[src/rtl/dir_writeback.sv]
// dir_writeback: gathers node directions eight at a time from the fabric,
// packs them into 32-bit words (one 4-bit nibble per node, top bit zero)
// and writes each word to memory through a level req/ack handshake.
// A full dump walks NODES nodes and raises int_done once at the end.
// NODES is expected to be a multiple of 8.
module dir_writeback #(
  parameter logic [31:0] BASE_ADDR = 32'h40002000,
  parameter int          NODES     = 1024
) (
  input  logic        clk,
  input  logic        arst_n,
  input  logic        start,
  input  logic        abort,
  output logic [9:0]  node_idx,
  input  logic [2:0]  node_dir,
  output logic [31:0] addr_wr,
  output logic [31:0] data_wr,
  output logic        req_wr,
  input  logic        wr_ack,
  output logic        busy,
  output logic        int_done
);

  localparam int         WORDS     = NODES / 8;
  localparam logic [6:0] LAST_WORD = 7'(WORDS - 1);

  typedef enum logic [1:0] {
    IDLE   = 2'd0,
    GATHER = 2'd1,
    WRITE  = 2'd2,
    DONE   = 2'd3
  } state_t;

  state_t      state_q;
  logic [9:0]  node_cnt_q;
  logic [6:0]  word_cnt_q;
  logic [31:0] buf_q;
  logic [31:0] buf_d;
  logic [31:0] addr_q;
  logic [31:0] data_q;
  logic        req_q;
  logic        done_q;

  // Word buffer with the current node's direction merged into its nibble;
  // used both to update the buffer and to load the complete word on nibble 7.
  always_comb begin
    buf_d = buf_q;
    buf_d[{node_cnt_q[2:0], 2'b00} +: 4] = {1'b0, node_dir};
  end

  // Dump sequencer: counters, word buffer and all registered outputs.
  always_ff @(posedge clk or negedge arst_n) begin
    if (!arst_n) begin
      state_q    <= IDLE;
      node_cnt_q <= '0;
      word_cnt_q <= '0;
      buf_q      <= '0;
      addr_q     <= BASE_ADDR;
      data_q     <= '0;
      req_q      <= 1'b0;
      done_q     <= 1'b0;
    end else begin
      done_q <= 1'b0;
      case (state_q)
        IDLE: begin
          if (start) begin
            node_cnt_q <= '0;
            word_cnt_q <= '0;
            state_q    <= GATHER;
          end
        end
        GATHER: begin
          if (abort) begin
            state_q <= IDLE;
          end else begin
            buf_q      <= buf_d;
            node_cnt_q <= node_cnt_q + 10'd1;
            if (node_cnt_q[2:0] == 3'd7) begin
              state_q <= WRITE;
              req_q   <= 1'b1;
              addr_q  <= BASE_ADDR + {23'd0, word_cnt_q, 2'b00};
              data_q  <= buf_d;
            end
          end
        end
        WRITE: begin
          // Abort wins over a coincident acknowledge: the word is dropped.
          if (abort) begin
            state_q <= IDLE;
            req_q   <= 1'b0;
          end else if (wr_ack) begin
            req_q <= 1'b0;
            if (word_cnt_q == LAST_WORD) begin
              state_q <= DONE;
              done_q  <= 1'b1;
            end else begin
              word_cnt_q <= word_cnt_q + 7'd1;
              state_q    <= GATHER;
            end
          end
        end
        DONE: begin
          state_q <= IDLE;
        end
        default: begin
          state_q <= IDLE;
          req_q   <= 1'b0;
        end
      endcase
    end
  end

  assign node_idx = node_cnt_q;
  assign addr_wr  = addr_q;
  assign data_wr  = data_q;
  assign req_wr   = req_q;
  assign int_done = done_q;
  assign busy     = (state_q != IDLE);

endmodule

[config.mk]
export PLATFORM = sky130hd
export DESIGN_NAME = dir_writeback
export DESIGN_NICKNAME = d
export VERILOG_FILES = /design/src/rtl/dir_writeback.sv
export SDC_FILE = /design/constraint.sdc
export NUM_CORES = 1
export LEC_CHECK = 0
export BUFFER_PORTS_ARGS = -buffer_cell sky130_fd_sc_hd__buf_2
export CAP_MARGIN = 20
export CORE_UTILIZATION = 35
export DETAILED_ROUTE_END_ITERATION = 6
export GPL_ROUTABILITY_DRIVEN = 0
export MAX_ROUTING_LAYER = met4
export PLACE_DENSITY = 0.63
export SYNTH_ARGS = -nofsm -noshare
export SYNTH_HDL_FRONTEND = slang
export SYNTH_SLANG_ARGS = --single-unit
[constraint.sdc]
create_clock -name clk -period 3 [get_ports clk]
set_input_delay 0.45 -clock clk [delete_from_list [all_inputs] [get_ports clk]]
set_output_delay 0.45 -clock clk [all_outputs]
set_load 0.1 [all_outputs]
==> results of run 1 <==
## report_power, final
group	internal (W)	switching [W]	leakage, nW	total (W)
Combinational	0.000289	0.000745	1.06	0.00103
Sequential	0.00138	0.000109	1.26	0.00149
Clock	0.000816	0.000474	0.163	0.00129
## synth_stat cells, drive strengths merged (8+ instances only)
| master | n |
|---|---|
| mux2i | 27 |
| nor2 | 20 |
| a21oi | 15 |
| and2 | 9 |
| dfrtp | 92 |
| nand2 | 66 |
| mux2 | 24 |
| nand3 | 10 |
| inv | 8 |
| o21ai | 33 |
| buf | 34 |
| clkbuf | 11 |
## metrics by stage
| stage | std cells | worst slack [ns] |
|---|---|---|
| floorplan | 432 | 0.1323 |
| global placement | 618 | 0.6991 |
| detailed placement | 618 | 0.5705 |
| CTS | 634 | 0.5562 |
| global route | 634 | 0.4301 |
| finish | 634 | 0.5540 |
## registers in the layout, indices dropped and copies added, names as in the netlist
signal	count
data_wr	32
int_done	1
state_q	2
node_idx	10
buf_q	32
req_wr	1
addr_wr	7
word_cnt_q	7
## how the worst max path moves through the flow
stage | from | end | slack (ns) | depth (start not counted)
global placement | node_idx[0] | buf_q[6] | 0.70 | 7
finish | node_idx[0] | buf_q[18] | 0.55 | 7
detailed placement | node_idx[0] | buf_q[18] | 0.57 | 7
CTS | node_idx[0] | buf_q[18] | 0.56 | 7
global route | node_idx[0] | buf_q[17] | 0.43 | 7
floorplan | node_idx[1] | buf_q[4] | 0.13 | 8
## logic make-up (layout without fill, tap and decap cells)
family	Yosys count	count (layout)	synth area share, %
compound gates	60	60	7.589
xor+xnor	2	2	0.4010
fa+ha+maj	6	6	1.718
buf+inv	53	87	7.159
flops	92	92	52.69
mux	51	51	12.63
other cells	2	25	0.1719
simple gates	143	143	17.64
## final cells by class
| cell class | instances | area [µm²] | share of cell area [%] |
|---|---|---|---|
| Multi-Input combinational cell | 287 | 1841 | 36.34 |
| Sequential cell | 92 | 2303 | 45.48 |
| Tap cell | 168 | 210.2 | 4.150 |
| Clock inverter | 6 | 111.4 | 2.199 |
| Inverter | 8 | 30.03 | 0.5929 |
| Timing Repair Buffer | 63 | 340.3 | 6.719 |
| Clock buffer | 10 | 229.0 | 4.521 |
## layer usage
layer	wire length (µm)	up-vias	part of all wire, %
met1	4025	1492	44
met2	4527	62	50
li1	-	1447	-
met5	0	-	0
met4	138	0	1.5
met3	373	10	4.1
==> metrics.yaml, run 1 <==
status:
  outcome: "finished clean"
drt:
  routedWlPerCell_um: 14.30
  drc_errors: 0
  ant_nets: 0
  vias: 3011
  wl_um: 9064
  drt_iter0_drc: 194
  dr.pass1.iters: 4
  drt-vias-per-instance: 4.749
synth:
  synthDistinctLibCells: 50
  async_reset_ff_share_pct: 100.0
  syn_inst: 409
  synth_top_cells_by_area: "dfrtp_1, mux2i_1, nand2_1"
  syn_avg_cell_area_um2: 10.68
  synth_edf_count: 0
  synth_top_area_cell: "dfrtp_1"
  synth_ff_type: "dfrtp_1"
  synth.top_cell.area_share_pct: 52.69
  ys_ff_latch: 92
  yosysSeqAreaShare_pct: 52.69
  yosysWarnings: 0
  synth_area_mm2: 0.004369
floorplan:
  io_pins: 85
  die_area_mm2: 0.01293
  rows: 40
  core_area_mm2: 0.01211
  die_h_um: 113.7
  start_util_pct: 36.07
  die_x_um: 113.7
critical_path:
  worstPathArrival_ns: 2.66
  criticalPathCategory: "reg -> reg"
  worstRegToRegCells: 7
  path_common_cell: "ha_1"
  startpoint_type: "register"
  crit_buf_inv: 1
  worst_setup_path_end_kind: "register"
  crit_family: "simple AND/OR/NAND/NOR gates"
  path_max_fanout: 11
  r2r_slack_ns: 0.55
  r2r-start: "node_idx[0]"
  cp.required_ns: 3.22
  path_cells: "inv_1 > ha_1 > ha_1 > nand2b_2 > nor4_4 > nand2_1 > mux2_1"
  reg2reg_to: "buf_q[18]"
  cp_slowest_stage_delay_ns: 0.48
  critPathSlowestCell: "dfrtp_2"
global_route:
  met2_usage_pct: 24.51
  grt-ovfl-total: 0
  antenna_found_initial: 0
  grt_max_degree: 66
  globalRouteTotalUtil_pct: 15.24
  grt_pass1_vias: 2950
  grt_pass1_wl_um: 14870
  busiest_layer: "met2"
  use_met1_pct: 18.75
  grt_use_met3_pct: 3.294
timing:
  finalSetupTns_ns: 0
  fin_crit_ns: 2.446
  tightest_slew_ns: 0.8391
  slew_violations: 0
  relSlewSlack_pct: 44.06
  fmax_ghz: 0.4088
  setup_violations: 0
  whs_ns: 0.2237
  timing.final.crit_share_pct: 81.53
  rsz0062_at_grt: "false"
  clock_skew_ns: 0.008089
  hold_viol_final: 0
cells_and_area:
  final_common_cell: "dfrtp_1"
  fillers: 1191
  drive_above_1_share_pct: 24.46
  mostFrequentLayoutCells: "dfrtp_1, nand2_1, buf_2"
  area_growth_pct: 15.92
  n_antenna_cell: 0
  final_util_pct: 41.82
  layout.nets: 475
  final_cell_area_mm2: 0.005065
clock_tree:
  cts_resized: 0
  holdBufCountCts: 0
  clockBufferDepth: 2
  cts.sinks: 92
  post_cts_buffers: 0
  numCtsBuffers: 9
  clk_pin_slew_ns: 0.06
  cts_tree: "built"
  cts-htree-levels: 3
  insertion_delay_ns: 0.34
  cts_root_buffer: "clkbuf_16"
power:
  total_power_w: 0.003814
  peakVddDrop_mv: 0.3888
  p_per_area_mw_per_mm2: 753.1
  p_leak_nw: 2.483
place:
  portBuffers: 59
  dp_hpwl_um: 6294
  placed_area_mm2: 0.004725
flow_run:
  cap_violations: 0
hold_path:
  timing.hold.worst.class: "in -> async"
Note: power is estimated with default switching activity, not from simulation.
==> inputs of run 2 (changes only) <==
Settings changed: ABC_AREA from default to 1, PLACE_DENSITY 0.63 to 0.65.
Clock period 3 ns to 2.2 ns, I/O delays scaled along.
==> run 2 against run 1 <==
  * Area after synthesis increased by 3.4%
  * Final area increased by 3.5%
  * Die area increased by 3.4%
  * Combinational power rose to 3.1 times the previous value
  * First-iteration DRC count up 7.7%
  * Utilization is 0.28 points lower
  * Critical path depth increased by 3
  * Count of clock-buffer cells in the layout did not move
  * Highest routed layer unchanged
  * Power increased by 86%
  * Hold slack worse by 0.21 ns
  * Global-route usage rose by 1.8 points
  * Worst setup slack worse by 0.34 ns
==> metrics.yaml, run 2 <==
status:
  outcome: "finished clean"
clock_tree:
  clockBufferDepth: 2  # unchanged
  cts_tree: "built"
  cts_root_buffer: "clkbuf_16"
  holdBufCountCts: 0  # unchanged
  cts.sinks: 92  # unchanged
  clk_pin_slew_ns: 0.06  # about the same
  cts-htree-levels: 3  # unchanged
  insertion_delay_ns: 0.35  # about the same
  numCtsBuffers: 9  # unchanged
synth:
  synth_top_family_by_area: "simple AND/OR/NAND/NOR gates"
  synth_top_cells_by_area: "dfrtp_1, nand2_1, o21ai_0"
  synthDistinctLibCells: 32  # -36%
  yosysWarnings: 0  # unchanged
  syn_inst: 545  # +33%
  synth_ff_type: "dfrtp_1"
  synthMuxAreaShare_pct: 0  # -13 points
  synth_area_mm2: 0.004519  # +3.4%
  ys_ff_latch: 92  # unchanged
  synth_top_area_cell: "dfrtp_1"
  syn_avg_cell_area_um2: 8.292  # -22%
  synth_edf_count: 0  # unchanged
  netlist_top_cells_count: "nand2_1, dfrtp_1, o21ai_0"
  synth-simple-area-share_pct: 25.39  # +7.7 points
  synth_xor_area_share_pct: 0.1938  # -0.21 points
  synth.top_cell.area_share_pct: 50.94  # -1.8 points
  synth-compound-area-share_pct: 10.80  # +3.2 points
  async_reset_ff_share_pct: 100.0  # unchanged
  synth.most_common_cell: "nand2_1"
  synth-adder-area-share_pct: 1.661  # -0.057 points
  yosysSeqAreaShare_pct: 50.94  # -1.8 points
cells_and_area:
  drive_above_1_share_pct: 18.06  # -6.4 points
  final_common_cell: "nand2_1"
  n_antenna_cell: 0  # unchanged
  final_util_pct: 41.54  # -0.28 points
  mostFrequentLayoutCells: "nand2_1, dfrtp_1, buf_2"
  layout.nets: 618  # +30%
  fillers: 1299  # +9.1%
  area_growth_pct: 16.00  # about the same
critical_path:
  worstPathArrival_ns: 2.22  # -0.44 ns
  crit_start: "node_idx[0]"
  cp.required_ns: 2.43  # -0.79 ns
  criticalPathCategory: "reg -> reg"
  r2r-start: "node_idx[0]"
  worstRegToRegCells: 10  # +3
  path_max_fanout: 7  # -4
  startpoint_type: "register"
  r2r_slack_ns: 0.21  # -0.34 ns
  crit_path_end: "data_wr[25]"
  reg2reg_to: "data_wr[25]"
  worst_setup_path_end_kind: "register"
timing:
  timing.final.crit_share_pct: 90.25  # +8.7 points
  rsz0062_at_grt: "false"
  hold_viol_final: 0  # unchanged
  fmax_ghz: 0.5037  # +23%
  setup_violations: 0  # unchanged
  clock_skew_ns: 0.007641  # -0.0004479 ns
  fin_crit_ns: 1.985  # -0.4605 ns
  slew_violations: 0  # unchanged
  finalSetupTns_ns: 0  # unchanged
power:
  p_per_area_mw_per_mm2: 1357  # +80%
  clock_power_share_pct: 23.3  # -10 points
  peakVddDrop_mv: 0.8279  # +110%
  power_frac_comb_pct: 44.9  # +18 points
  p_sw_w: 0.003427  # +160%
  p_int_w: 0.003686  # +48%
  sequentialPowerShare_pct: 31.8  # -7.3 points
  netSwitchingFraction_pct: 48.18  # +13 points
  p_leak_nw: 2.706  # +9.0%
floorplan:
  die_area_mm2: 0.01337  # +3.4%
  start_util_pct: 35.81  # -0.26 points
  die_x_um: 115.6  # +1.7%
  io_pins: 85  # unchanged
  core_area_mm2: 0.01262  # +4.2%
  die_h_um: 115.6  # +1.7%
  rows: 41  # +2.5%
global_route:
  antenna_found_initial: 0  # unchanged
  grt-ovfl-total: 0  # unchanged
  grt_max_degree: 93  # +41%
  globalRouteTotalUtil_pct: 17.03  # +1.8 points
  grt_pass1_wl_um: 17040  # +15%
  grt_pass1_vias: 3504  # +19%
drt:
  vias: 3693  # +23%
  routedWlPerCell_um: 13.14  # -8.1%
  dr.pass1.iters: 5  # +1
  ant_nets: 0  # unchanged
  wl_um: 10260  # +13%
  drt-vias-per-instance: 4.729  # -0.43%
  drt_iter0_drc: 209  # +7.7%
  drc_errors: 0  # unchanged
place:
  dp_hpwl_um: 7038  # +12%
  portBuffers: 59  # unchanged
hold_path:
  timing.hold.worst.class: "in -> async"
flow_run:
  cap_violations: 0  # unchanged
## run 2: cell families (layout without fill, tap and decap cells)
kind of cell,count (synthesis),in the layout
compound gates,88,88
xor+xnor,1,1
buf+inv,97,138
fa+ha+maj,6,6
simple gates,259,259
other cells,2,25
flops,92,92
## run 2: how the worst min path moves through the flow
stage	startpoint	to	slack (ns)	cells after the start
floorplan	arst_n	addr_wr[2]	0.03	0
global placement	arst_n	data_wr[19]	0.42	2
detailed placement	arst_n	data_wr[19]	0.42	2
CTS	arst_n	data_wr[19]	0.05	2
global route	arst_n	data_wr[18]	0.07	2
finish	arst_n	data_wr[19]	0.01	2
## run 2: worst max-delay path, cell delays in order, from the launching register on
cell	delay, ns
dfrtp_4	0.47
inv_2	0.12
ha_1	0.20
ha_1	0.26
buf_4	0.18
nor2_1	0.14
nand2_1	0.16
nand2_1	0.09
o21ai_0	0.09
nand2_1	0.08
nand2_1	0.06
## run 2: area by class of cell
cell class	count	area, µm²	share of cell area (%)
clock inverter	6	88.84	1.695
inverter	55	207.7	3.962
multi-input combinational	379	1821	34.73
tap	172	215.2	4.105
timing repair buffer	67	370.4	7.064
sequential	92	2311	44.08
clock buffer	10	229.0	4.368
## run 2: repair_timing
action,in CTS,in global routing
buffers inserted,0,0
resized for setup,0,2
endpoints found under the setup margin,0,3
## run 2: layer usage
layer / track usage [%] / vias to the layer above / wire, µm
li1: - / 1825 / -
met1: 22.86 / 1736 / 4903
met2: 25.07 / 118 / 4583
met3: 3.347 / 14 / 620
met4: 7.436 / 0 / 152
met5: - / - / 0
## run 2: per-stage QoR
| step | hold WS, ns | cell area [µm²] | setup slack (ns) | total power, W | instances |
|---|---|---|---|---|---|
| floorplan | 0.03441 | 4617 | 0.03257 | 0.004872 | 568 |
| global placement | 0.4208 | 4920 | 0.2683 | 0.005392 | 765 |
| detailed placement | 0.4249 | 4920 | 0.2058 | 0.005452 | 765 |
| CTS | 0.04895 | 5238 | 0.1818 | 0.007152 | 781 |
| global route | 0.06588 | 5243 | 0.06751 | 0.007530 | 781 |
| finish | 0.01348 | 5243 | 0.2145 | 0.007114 | 781 |
## run 2: power groups by stage
stage                     Combinational (W)  Clock (W)  Sequential [W]
after CTS                           0.00318    0.00171         0.00227
after detailed placement            0.00316          0         0.00229
final                               0.00320    0.00165         0.00226
after floorplan                     0.00158          0         0.00329
after global routing                0.00345    0.00177         0.00231
after global placement              0.00310          0         0.00229
